$ cat config.mk
export PLATFORM = sky130hd
export DESIGN_NAME = mem_port_arbiter
export DESIGN_NICKNAME = d
export VERILOG_FILES = /design/src/rtl/mem_port_arbiter.sv
export SDC_FILE = /design/constraint.sdc
export NUM_CORES = 1
export LEC_CHECK = 0
export CORE_AREA = 2 2 122 124
export DETAILED_ROUTE_END_ITERATION = 16
export DIE_AREA = 0 0 124 126
export GPL_ROUTABILITY_DRIVEN = 1
export PLACE_DENSITY = 0.8
export SYNTH_ARGS = -nofsm -noshare
export SYNTH_HDL_FRONTEND = slang
export SYNTH_SLANG_ARGS = --single-unit
$ cat constraint.sdc
create_clock -name clock -period 1.9 [get_ports clock]
set_input_delay 0.285 -clock clock [delete_from_list [all_inputs] [get_ports clock]]
set_output_delay 0.285 -clock clock [all_outputs]
set_load 0.005 [all_outputs]
$ cat src/rtl/mem_port_arbiter.sv
// mem_port_arbiter: shares one external-memory port between fetch (req[0]),
// data (req[1]) and debug loader (req[2]). Each access is serialised: the
// winner's fields are latched into the mem_* registers, held for MEM_LAT
// cycles, and a one-hot gnt/done pair brackets the access.
// Optional build macro MEM_PORT_ARBITER_RR_EN selects round-robin arbitration
// (fetch -> data -> debug -> fetch); without it, fixed priority data > fetch > debug.
module mem_port_arbiter #(
  parameter int ADDR_W  = 32,
  parameter int DATA_W  = 32,
  parameter int MEM_LAT = 2
) (
  input  logic              clock,
  input  logic              reset,
  input  logic [2:0]        req,
  input  logic [ADDR_W-1:0] addr_f,
  input  logic [ADDR_W-1:0] addr_d,
  input  logic [ADDR_W-1:0] addr_g,
  input  logic [DATA_W-1:0] wdata_d,
  input  logic [DATA_W-1:0] wdata_g,
  input  logic              we_d,
  input  logic              we_g,
  input  logic [3:0]        be_d,
  input  logic [3:0]        be_g,
  output logic [2:0]        gnt,
  output logic [2:0]        done,
  output logic [DATA_W-1:0] rdata,
  output logic              busy,
  output logic              mem_en,
  output logic              mem_we,
  output logic [ADDR_W-1:0] mem_addr,
  output logic [DATA_W-1:0] mem_wdata,
  output logic [3:0]        mem_be,
  input  logic [DATA_W-1:0] mem_rdata
);

  typedef enum logic [1:0] {
    IDLE   = 2'd0,
    ACCESS = 2'd1,
    DONE   = 2'd2
  } state_t;

  state_t     state;
  logic [3:0] cnt;   // remaining access cycles, loaded with MEM_LAT
  logic [2:0] win;   // one-hot winner of the access in flight
  logic [2:0] pick;  // one-hot winner among the current requests

`ifdef MEM_PORT_ARBITER_RR_EN
  logic [1:0] last;      // most recent winner index: 0 fetch, 1 data, 2 debug
  logic [2:0] rot;       // requests rotated so bit0 is the first candidate
  logic [2:0] rot_pick;

  // Rotate the request vector to start after the last winner, take the lowest set bit, rotate back.
  always_comb begin
    rot = req;
    pick = 3'b000;
    case (last)
      2'd0:    rot = {req[0], req[2], req[1]};
      2'd1:    rot = {req[1], req[0], req[2]};
      default: rot = req;
    endcase
    rot_pick = rot & (~rot + 3'd1);
    case (last)
      2'd0:    pick = {rot_pick[1], rot_pick[0], rot_pick[2]};
      2'd1:    pick = {rot_pick[0], rot_pick[2], rot_pick[1]};
      default: pick = rot_pick;
    endcase
  end

  // Remember the winner of every accepted request; after reset the search begins at fetch.
  always_ff @(posedge clock) begin
    if (!reset) begin
      last <= 2'd2;
    end else if (state == IDLE && req != 3'b000) begin
      last <= pick[1] ? 2'd1 : (pick[2] ? 2'd2 : 2'd0);
    end
  end
`else
  // Fixed priority: data first, then fetch, then debug.
  always_comb begin
    pick = 3'b000;
    if (req[1])      pick = 3'b010;
    else if (req[0]) pick = 3'b001;
    else if (req[2]) pick = 3'b100;
  end
`endif

  // Access sequencer: latch winner, hold the port for MEM_LAT cycles, pulse done, return to idle.
  always_ff @(posedge clock) begin
    if (!reset) begin
      state     <= IDLE;
      cnt       <= 4'd0;
      win       <= 3'b000;
      gnt       <= 3'b000;
      done      <= 3'b000;
      busy      <= 1'b0;
      mem_en    <= 1'b0;
      mem_we    <= 1'b0;
      mem_addr  <= '0;
      mem_wdata <= '0;
      mem_be    <= 4'b0000;
      rdata     <= '0;
    end else begin
      gnt    <= 3'b000;
      done   <= 3'b000;
      mem_en <= 1'b0;
      case (state)
        IDLE: begin
          if (req != 3'b000) begin
            win    <= pick;
            gnt    <= pick;
            mem_en <= 1'b1;
            busy   <= 1'b1;
            cnt    <= 4'(MEM_LAT);
            state  <= ACCESS;
            if (pick[1]) begin
              mem_addr  <= addr_d;
              mem_we    <= we_d;
              mem_wdata <= we_d ? wdata_d : '0;
              mem_be    <= be_d;
            end else if (pick[2]) begin
              mem_addr  <= addr_g;
              mem_we    <= we_g;
              mem_wdata <= we_g ? wdata_g : '0;
              mem_be    <= be_g;
            end else begin
              // Fetch is a full-word read.
              mem_addr  <= addr_f;
              mem_we    <= 1'b0;
              mem_wdata <= '0;
              mem_be    <= 4'b1111;
            end
          end
        end
        ACCESS: begin
          cnt <= cnt - 4'd1;
          if (cnt == 4'd1) begin
            if (!mem_we) rdata <= mem_rdata;
            done  <= win;
            state <= DONE;
          end
        end
        DONE: begin
          busy  <= 1'b0;
          state <= IDLE;
        end
        default: begin
          busy  <= 1'b0;
          state <= IDLE;
        end
      endcase
    end
  end

endmodule
==> impl_metrics.csv <==
group,metric,value,unit
drt,viasPerCell,5.03,
sta,finalClockSkew,5.53,ps
logic_synthesis,ys_types,41,
run,cap_violations,0,
drt,routed_wl,17.9,mm
critical_path,crit_path_end_kind,"primary output",
grt,grt_pass1_vias,5526,
clock_tree,cts_resized,0,
grt,grt_overflow_total,0,
clock_tree,cts_tree,"yes",
grt,grt_max_degree,69,
critical_path,cp_max_fo,2,
critical_path,cp.required,1620,ps
critical_path,worstSetupStartpointType,"flop",
grt,track_usage,22.6,%
critical_path,path_cells,"clkdlybuf4s50_1",
placement,dp_hpwl,13.1,mm
clock_tree,cts_buffer_depth,2,
worst_hold_path,hold_path_startpoint,"req[1]",
finish,num_antenna_cells,0,
sta,period_minus_slack,1650,ps
critical_path,crit_type,"reg2out",
critical_path,reg2reg_to,"rdata[19]",
logic_synthesis,synth_cells,632,
sta,max_freq,607,MHz
worst_hold_path,hold_class,"in2reg",
clock_tree,cts_sinks,118,
die,ios,316,
logic_synthesis,synthesis.area,5340,um2
finish,drive_above_1_share,7.64,%
drt,wl_per_cell,15.8,um
critical_path,max_stage_delay,630,ps
power,total_power,0.00768,W
sta,period_share,86.6,%
die,dieWidth,124,um
critical_path,r2r_cells,7,
logic_synthesis,syn_nets,841,
logic_synthesis,yosys.area.top_type,"dfxtp_1",
drt,drt_first_pass_iters,5,
logic_synthesis,syn_avg_cell_area,8.44,um2
logic_synthesis,synth_top_area_share,44.3,%
logic_synthesis,seq_area_frac_synth,44.3,%
critical_path,crit_arrival,1360,ps
finish,nets,1139,
sta,rsz0062_at_grt,"false",
clock_tree,cts_root_buffer,"clkbuf_16",
die,die-area,15600,um2
grt,grt_pass1_wl,27.4,mm
sta,tns,0,ps
finish,fin_area,9340,um2
finish,area_delta_synth_final,75.1,%
power,vdd_drop_max,563,uV
clock_tree,numCtsBuffers,17,
placement,gp_congestion,0.801,
placement,dpl-instance-area,8730,um2
drt,first_iter_violations,235,
drt,remaining_drc_errors,0,
logic_synthesis,synthTopCellsByArea,"dfxtp_1 (44%), nor2_1 (7.2%), mux2i_1 (6.0%), o21ai_0 (6.0%), o211ai_1 (5.1%)",
power,p_per_area,822,nW/um2
critical_path,rrSetupSlack,310,ps
status,run_status,"finished, final reports clean",
die,initial_utilization,37.3,%
die,core.rowCount,44,
drt,postRouteAntennaNets,0,
logic_synthesis,synth-seq-cells,118,
worst_hold_path,hold_depth,2,
clock_tree,clock_latency,410,ps
clock_tree,holdBufCountCts,0,
sta,slew_headroom,68.7,%
sta,setup_ws,254,ps
sta,drv_slew,0,
logic_synthesis,synth_warnings,0,
placement,portBuffers,315,
critical_path,r2r-start,"cnt[1]",
critical_path,cp_top_family,"buffers and inverters",
sta,tightestPinTransition,470,ps
die,core-area,14300,um2
drt,vias,5667,
sta,setup_viol,0,
critical_path,crit_buf_inv,1,
placement,place_ws,-75.7,ps
worst_hold_path,worstHoldEndpoint,"gnt[1]",
clock_tree,post_cts_buffers,0,
die,fp.dieH,126,um
power,leakagePower,3.47,nW
sta,hold_viol,0,
critical_path,crit_slowest_cell,"clkdlybuf4s50_1",
clock_tree,h-tree-depth,4,
clock_tree,path_clk_slew,60,ps
grt,antenna_found_initial,0,
state kept, by name, summed over array words and instances, names as in the netlist:
register   cells
busy           1
cnt            4
done           3
gnt            3
mem_addr      32
mem_be         4
mem_en         1
mem_wdata     32
mem_we         1
rdata         32
state          2
win            3
final cells by class:
| class | instances | area [um2] |
|---|---|---|
| inverters | 3 | 11.3 |
| fillers | 1211 | 4970 |
| clock buffers | 17 | 425 |
| repair buffers | 340 | 3460 |
| well taps | 184 | 230 |
| multi-input cells | 450 | 2670 |
| flip-flops and latches | 118 | 2360 |
| clock inverters | 15 | 180 |
cells in the mapped netlist (all sizes together):
cell type and number:
nor3b 3, clkbuf 33, and3 4, o211ai 36, nand3b 1, nor3 2, o21a 3, a221oi 32
o21ai 66, o31ai 2, a21boi 37, nor2b 3, o31a 1, or4 1, or3 4, and2b 1
mux2i 32, a21oi 3, nand3 32, nor2 103, a22oi 1, and4 2, and2 5, nand2b 3
o311a 1, dfxtp 118, inv 3, nand2 69, ha 2, a32oi 1, buf 28
metrics by stage:
step	hold WS, ps	utilization [%]	instances
floorplan	418	-	632
global placement	441	61.0	1095
detailed placement	448	61.0	1095
CTS	254	65.3	1127
global route	274	65.3	1127
finish	269	65.3	1127
kinds of logic after synthesis:
family          share of synthesized area, %
compound gates                          24.4
mux                                     6.00
fa+ha+maj                              0.469
flops                                   44.3
buf+inv                                 5.79
simple gates                            19.0
worst max path at each step:
stage,depth (start not counted),startpoint,to
after global placement,7,req[0],mem_wdata[1]
after global routing,7,cnt[1],rdata[3]
final,1,mem_addr[18],mem_addr[18]
after CTS,1,mem_addr[18],mem_addr[18]
after floorplan,7,cnt[1],rdata[10]
after detailed placement,7,req[0],mem_wdata[1]
metal layers:
metal / track usage (%) / up-vias / share of wire, %
li1: - / 2824 / -
met1: 24.3 / 2579 / 39
met2: 40.2 / 233 / 50
met3: 7.43 / 31 / 9.1
met4: 9.05 / 0 / 2.3
met5: 0 / - / 0
power by group:
part | internal [W] | switching (W)
clock | 0.00207 | 0.00119
sequential | 0.00267 | 0.000103
combinational | 0.000990 | 0.000658
total | 0.00573 | 0.00195
layout by cell type (no fill, tap or decap), types with 25 or more instances in the layout:
master	Yosys	layout
nor2_1	102	102
a21boi_0	33	33
mux2i_1	32	32
o21ai_0	64	64
clkdlybuf4s50_1	0	313
o211ai_1	36	36
a221oi_1	25	25
dfxtp_1	118	118
nand2_1	69	69
nand3_1	32	32
Note: power is estimated with default switching activity, not from simulation.
